--- src/rtl/instr_mem_responder.sv ---
// Fetch-side instruction memory: one outstanding request, fixed wait states, preloadable word array.
// Optional alignment/range checking is enabled by defining IMEM_ADDR_CHECK_EN.
module instr_mem_responder #(
    parameter int unsigned DEPTH       = 64,
    parameter int unsigned WAIT_STATES = 2,
    parameter logic [31:0] NOP_WORD    = 32'h0000_0013
) (
    input  logic                       clk,
    input  logic                       reset,
    input  logic                       req_valid,
    output logic                       req_ready,
    input  logic [31:0]                req_addr,
    output logic                       rsp_valid,
    input  logic                       rsp_ready,
    output logic [31:0]                rsp_instr,
    output logic [31:0]                rsp_pc,
    output logic                       rsp_err,
    input  logic                       wr_en,
    input  logic [$clog2(DEPTH)-1:0]   wr_addr,
    input  logic [31:0]                wr_data
);

    localparam int unsigned AW = $clog2(DEPTH);
    localparam int unsigned CW = 4;

    typedef enum logic [1:0] {
        S_IDLE = 2'd0,
        S_WAIT = 2'd1,
        S_RESP = 2'd2
    } state_t;

    state_t          state;
    logic [CW-1:0]   cnt;
    logic [31:0]     mem [DEPTH];
    logic [AW-1:0]   word_idx_c;
    logic            addr_err_c;
    logic [31:0]     rd_word_c;

    assign word_idx_c = req_addr[AW+1:2];
    assign rd_word_c  = mem[word_idx_c];

`ifdef IMEM_ADDR_CHECK_EN
    // Misaligned PC or any address at/above DEPTH*4 is answered with a NOP and an error flag.
    assign addr_err_c = (req_addr[1:0] != 2'b00) || (req_addr[31:AW+2] != '0);
`else
    logic addr_unused;
    assign addr_unused = ^{req_addr[31:AW+2], req_addr[1:0], NOP_WORD};
    assign addr_err_c  = 1'b0;
`endif

    // Program store: not reset, so contents survive a reset pulse.
    always_ff @(posedge clk) begin
        if (wr_en) begin
            mem[wr_addr] <= wr_data;
        end
    end

    // Request/response sequencer with registered handshake and payload.
    always_ff @(posedge clk or negedge reset) begin
        if (!reset) begin
            state     <= S_IDLE;
            cnt       <= '0;
            req_ready <= 1'b0;
            rsp_valid <= 1'b0;
            rsp_instr <= '0;
            rsp_pc    <= '0;
            rsp_err   <= 1'b0;
        end else begin
            case (state)
                S_IDLE: begin
                    req_ready <= 1'b1;
                    if (req_valid && req_ready) begin
                        req_ready <= 1'b0;
                        rsp_pc    <= req_addr;
                        rsp_err   <= addr_err_c;
                        rsp_instr <= addr_err_c ? NOP_WORD : rd_word_c;
                        cnt       <= CW'(WAIT_STATES);
                        state     <= S_WAIT;
                    end
                end
                S_WAIT: begin
                    if (cnt == '0) begin
                        rsp_valid <= 1'b1;
                        state     <= S_RESP;
                    end else begin
                        cnt <= cnt - CW'(1);
                    end
                end
                S_RESP: begin
                    if (rsp_ready) begin
                        rsp_valid <= 1'b0;
                        req_ready <= 1'b1;
                        state     <= S_IDLE;
                    end
                end
                default: begin
                    state     <= S_IDLE;
                    req_ready <= 1'b0;
                    rsp_valid <= 1'b0;
                end
            endcase
        end
    end

endmodule

--- config.mk ---
export PLATFORM = sky130hd
export DESIGN_NAME = instr_mem_responder
export DESIGN_NICKNAME = d
export VERILOG_FILES = /design/src/rtl/instr_mem_responder.sv
export SDC_FILE = /design/constraint.sdc
export NUM_CORES = 2
export LEC_CHECK = 0
export ABC_CLOCK_PERIOD_IN_PS = 2300
export CAP_MARGIN = 20
export CORE_MARGIN = 2
export CORE_UTILIZATION = 60
export DETAILED_ROUTE_END_ITERATION = 10
export PLACE_DENSITY = 0.81
export SYNTH_ARGS = -nofsm -noshare
export SYNTH_HDL_FRONTEND = slang
export SYNTH_SLANG_ARGS = --single-unit
--- constraint.sdc ---
create_clock -name clk -period 2.3 [get_ports clk]
set_clock_uncertainty 0.15 [all_clocks]
set_input_delay 0.23 -clock clk [delete_from_list [all_inputs] [get_ports clk]]
set_output_delay 0.23 -clock clk [all_outputs]
set_load 0.02 [all_outputs]
# [Word level (Yosys, flattened, before mapping)]
# Memories as Yosys holds them, arrays and structs flattened. A register that Yosys moved wholly into a read port is not among the register bits.
# Index checks and enable logic that the tools add are counted.
[op_classes] add_sub_neg=1 eq_ne=6 n_reduce_logical=10 bitwise=2 n_mux=15
[op_table] cell="$reduce_and A3 Y1" count=3
[op_table] cell="$mux W4" count=2
[op_table] cell="$ne A2 B2 Y1 const B" count=4
[op_table] cell="$pmux W4 S2" count=1
[op_table] cell="$mux W1" count=6
[op_table] cell="$mux W2" count=3
[op_table] cell="$pmux W1 S3" count=2
[op_table] cell="$pmux W2 S3" count=1
[op_table] cell="$logic_not A4 Y1" count=1
[op_table] cell="$reduce_and A2 Y1" count=2
[op_table] cell="$sub A4 B1 Y4 const B" count=1
[op_table] cell="$eq A2 B1 Y1 const B" count=1
[op_table] cell="$eq A2 B2 Y1 const B" count=1
[op_table] cell="$logic_not A2 Y1" count=1
[op_table] cell="$not A1 Y1" count=2
[op_table] cell="$reduce_bool A2 Y1" count=1
[op_table] cell="$logic_and A1 B1 Y1" count=1
[op_table] cell="$logic_not A1 Y1" count=1
[totals] regBits=40 memories=1 inputBits=75 elab_cells=40 ram_bits=2048 output_inout_bits=67
[mem_list] name="mem" depth=64 word_bits=32 read_ports=1 rd_clocked_by_memory_dff=1 wr=1 line_no="34" source="logic [31:0] mem [DEPTH];"

# [Depth between registers and ports, before layout]
[logic_depth] word_depth=3 ltp_mapped=9

# [Worst setup path before layout]
# OpenSTA, ideal clock, no wires.
[synth_path] kind="input -> register" from="input port wr_addr[5]" to="memory mem[39][0] (enable)" arrival_ps=2428 cell_stages=4 slack_ps=-699 t_required_ps=1729 cell_sequence="clkbuf_1 or3b_2 clkbuf_1 nor2_1"
[synth_rtl] item="from (decl)" line_no="19" source="input logic [$clog2(DEPTH)-1:0] wr_addr,"
[synth_rtl] item="to (decl)" line_no="34"
# No word-level cell before the write port.

# [Worst setup path in the final report]
[layout_path] from="register state[0]" to="register rsp_instr[29], read port of mem"
[layout_between] elab_chain_len=2
[layout_lines] item="from (decl)" line_no="32" source="state_t state;"
[layout_lines] item="from (signal assigned)" line_no="61" source="state <= S_IDLE;"
[layout_lines] item="from (signal assigned)" line_no="78" source="state <= S_WAIT;"
[layout_lines] item="from (signal assigned)" line_no="84" source="state <= S_RESP;"
[layout_lines] item="$logic_not A2 Y1" line_no="69" source="case (state)"
[layout_lines] item="$reduce_and A2 Y1 (no line)"
[layout_lines] item="to (decl)" line_no="15" source="output logic [31:0] rsp_instr,"
# No other way between the ends.
# A chain may end at the register's enable or synchronous reset.

==> out/metrics.yaml <==
route:
  ant_nets: 0
  viasPerCell: 7.41
  drcViolationCount: 0
  drt-total-wl_mm: 270
  vias: 48194
  m1WireLength_mm: 78.3
  routedWlPerCell_um: 41.5
  dr_wl_met2_mm: 126
  drt_pre_antenna_iters: 7
  met3_wirelength_mm: 42.1
  highest_layer: "met5"
  first_iter_violations: 9419
min_path:
  min_path_type: "in2reg"
  hold_depth: 4
  min_from: "req_addr[3]"
  hold_path_end: "rsp_instr[3]"
synthesis:
  synth_top_cell_by_area: "edfxtp_1"
  synth_top_flop_cell: "edfxtp_1"
  ys_ff_latch: 2120
  synth_edf_count: 2048
  yosys-top-cells-area: "edfxtp_1 76%, mux4_2 14%, dfrtp_1 2.2%"
  async_reset_ff_share_pct: 3.40
  yosysSeqAreaShare_pct: 78.4
  synth_cells: 3752
  ys_warn_count: 0
  yosysUniqueCellTypes: 49
  syn_nets: 3828
  synth_top_area_share_pct: 76.2
  synth_area_mm2: 0.0807
  syn_area_per_cell_um2: 21.5
layout:
  fillers: 6344
  layout_common_cells: "2,048 x edfxtp_1, 503 x mux4_2, 371 x buf_4"
  syn2layout_area_growth_pct: 23.1
  final_layout_size_suffix_gt1_share_pct: 35.8
  finish.instance_area_mm2: 0.0994
  nets: 4640
  layout_commonest_cell: "edfxtp_1"
  instances_no_fill: 6502
setup_path:
  critPathBufInv: 2
  r2r_cells: 7
  worstPathArrival_ps: 3300
  path_max_fanout: 5
  reg2reg_from: "state[0]"
  crit_type: "reg2reg"
  required_ps: 2840
  crit_family: "simple AND/OR/NAND/NOR gates"
  path_common_cell: "nand4_1"
  path_cells: "and4bb_4 -> buf_8 -> buf_12 -> nand4_1 -> nand4_1 -> nor4_4 -> o311ai_2"
  crit_path_end_kind: "flop"
  cp_slowest_cell: "nor4_4"
  slowest_delay_ps: 680
  cp-start-kind: "flop"
  ff2ff_setup_slack_ps: -470
  r2r-end: "rsp_instr[29]"
timing:
  setup_viol: 32
  slew_headroom_pct: 29.1
  period_minus_slack_ps: 2770
  finalCritPeriodShare_pct: 120
  rsz0062_at_grt: "yes"
  finalSetupTns_ps: -5350
  setup_slack_ps: -467
  slew_viol_final: 0
  fmax_mhz: 361
  hold_viol_final: 0
  tightest_slew_ps: 1050
global_route:
  grt_max_degree: 65
  antenna_found_initial: 11
  grt_pass1_vias: 48272
  grt_overflow: 0
  grt_pass1_wl_mm: 362
  track_usage_pct: 38.3
floorplan:
  design.die.area_mm2: 0.137
  die_w_um: 371
  die_h_um: 371
  start_util_pct: 60.5
  rows: 134
  design.core.area_mm2: 0.133
  io_pins: 142
cts:
  cts_buffer_depth: 3
  cts_tree: "yes"
  clk_latency_ps: 870
  clkSlewWorstSetupHoldPaths_ps: 70
  clock_sinks: 2120
  root_buffer: "clkbuf_16"
  numCtsBuffers: 195
  cts-htree-levels: 4
power_and_ir_drop:
  ir_drop_uv: 910
  total_power_mw: 88.0
  p_leak_nw: 32.7
  p_per_area_mw_per_mm2: 886
place:
  port_buffers: 140
  gp_congestion: 0.892
  placed_cell_area_mm2: 0.0908
  dpl.hpwl_mm: 144
  dp_cells: 6033
  place_ws_ps: -1280
flow_run:
  drv_cap: 0
run_status:
  status: "finished, violations left"
  failed_checks: "setup timing"
-- worst min-delay path: stages --
cell      delay (ps)
clkbuf_8         210
mux4_2           270
o22ai_1           80
o311ai_1         230
-- cells by family after synthesis --
| family | count (synthesis) | share of synthesized area (%) |
|---|---|---|
| AOI/OAI and AO/OA | 249 | 1.98 |
| xor gates and xnor gates | 2 | 0.0217 |
| adders and majority gates | 1 | 0.0155 |
| buffers and inverters | 258 | 1.45 |
| DFF | 2120 | 78.4 |
| muxes | 558 | 14.7 |
| other | 1 | 0.00465 |
| and+or+nand+nor | 563 | 3.37 |
-- how the worst max path moves through the flow --
stage                      startpoint       endpoint  depth (start not counted)
after floorplan                 wr_en     mem[62][0]                          3
after global placement    req_addr[2]  rsp_instr[27]                          9
after detailed placement  req_addr[2]  rsp_instr[27]                          9
after CTS                    state[0]  rsp_instr[27]                          8
after global routing         state[0]  rsp_instr[29]                          7
final                        state[0]  rsp_instr[29]                          7
-- metal layers --
layer	GRT usage, %	vias up
met2	60.0	5392
met3	11.9	1387
met5	0	-
li1	-	17341
met4	26.1	14
met1	46.2	24060
-- where the power goes --
| part | internal [mW] | leakage, nW | switching (mW) |
|---|---|---|---|
| combinational | 4.40 | 10.3 | 6.62 |
| clock | 17.7 | 3.09 | 15.0 |
| sequential | 43.2 | 19.3 | 1.05 |
-- repair_timing --
action | in CTS | in global routing
pin swaps | 29 | 55
resized for setup | 153 | 137
setup endpoints to repair | 62 | 33
buffers inserted | 9 | 34
cloned | 0 | 5
hold endpoints to repair | 1768 | 32
hold buffers | 63 | 1
-- cells in the mapped netlist (all sizes together) (2+ instances only) --
cell type / count
nor2: 77
mux2i: 37
o22ai: 69
a221oi: 3
o221ai: 2
a22oi: 38
inv: 32
dfrtp: 72
nand2: 230
nor2b: 31
o311ai: 9
mux2: 18
o2111ai: 15
a211oi: 5
a31oi: 2
or2: 2
buf: 130
nand3b: 4
and2: 2
nor4: 23
nand4: 131
o211ai: 11
or3b: 3
clkbuf: 96
nand2b: 8
a21oi: 51
nand3: 10
xnor2: 2
mux4: 503
or3: 2
nor3: 36
o21ai: 39
edfxtp: 2048
-- layout make-up --
class	count	area (µm²)	share of cell area, %
Sequential cell	2120	63300	63.7
Clock inverter	115	1090	1.10
Inverter	32	121	0.122
Tap cell	1768	2210	2.23
Timing Repair Buffer	841	9660	9.72
Multi-Input combinational cell	1374	17700	17.9
Clock buffer	246	5210	5.25
Antenna cell	6	15.0	0.0151
-- per-stage QoR --
stage	utilization, %	hold WS (ps)
CTS	73.7	72.9
detailed placement	68.1	57.5
finish	74.5	61.2
floorplan	-	-216
global placement	68.1	48.4
global route	74.4	96.2
-- state kept, by name, summed over array words and instances, names as in the netlist --
signal	cells
cnt	4
mem	2048
req_ready	1
rsp_instr	32
rsp_pc	32
rsp_valid	1
state	2
Power figures use the tool's default switching activity.
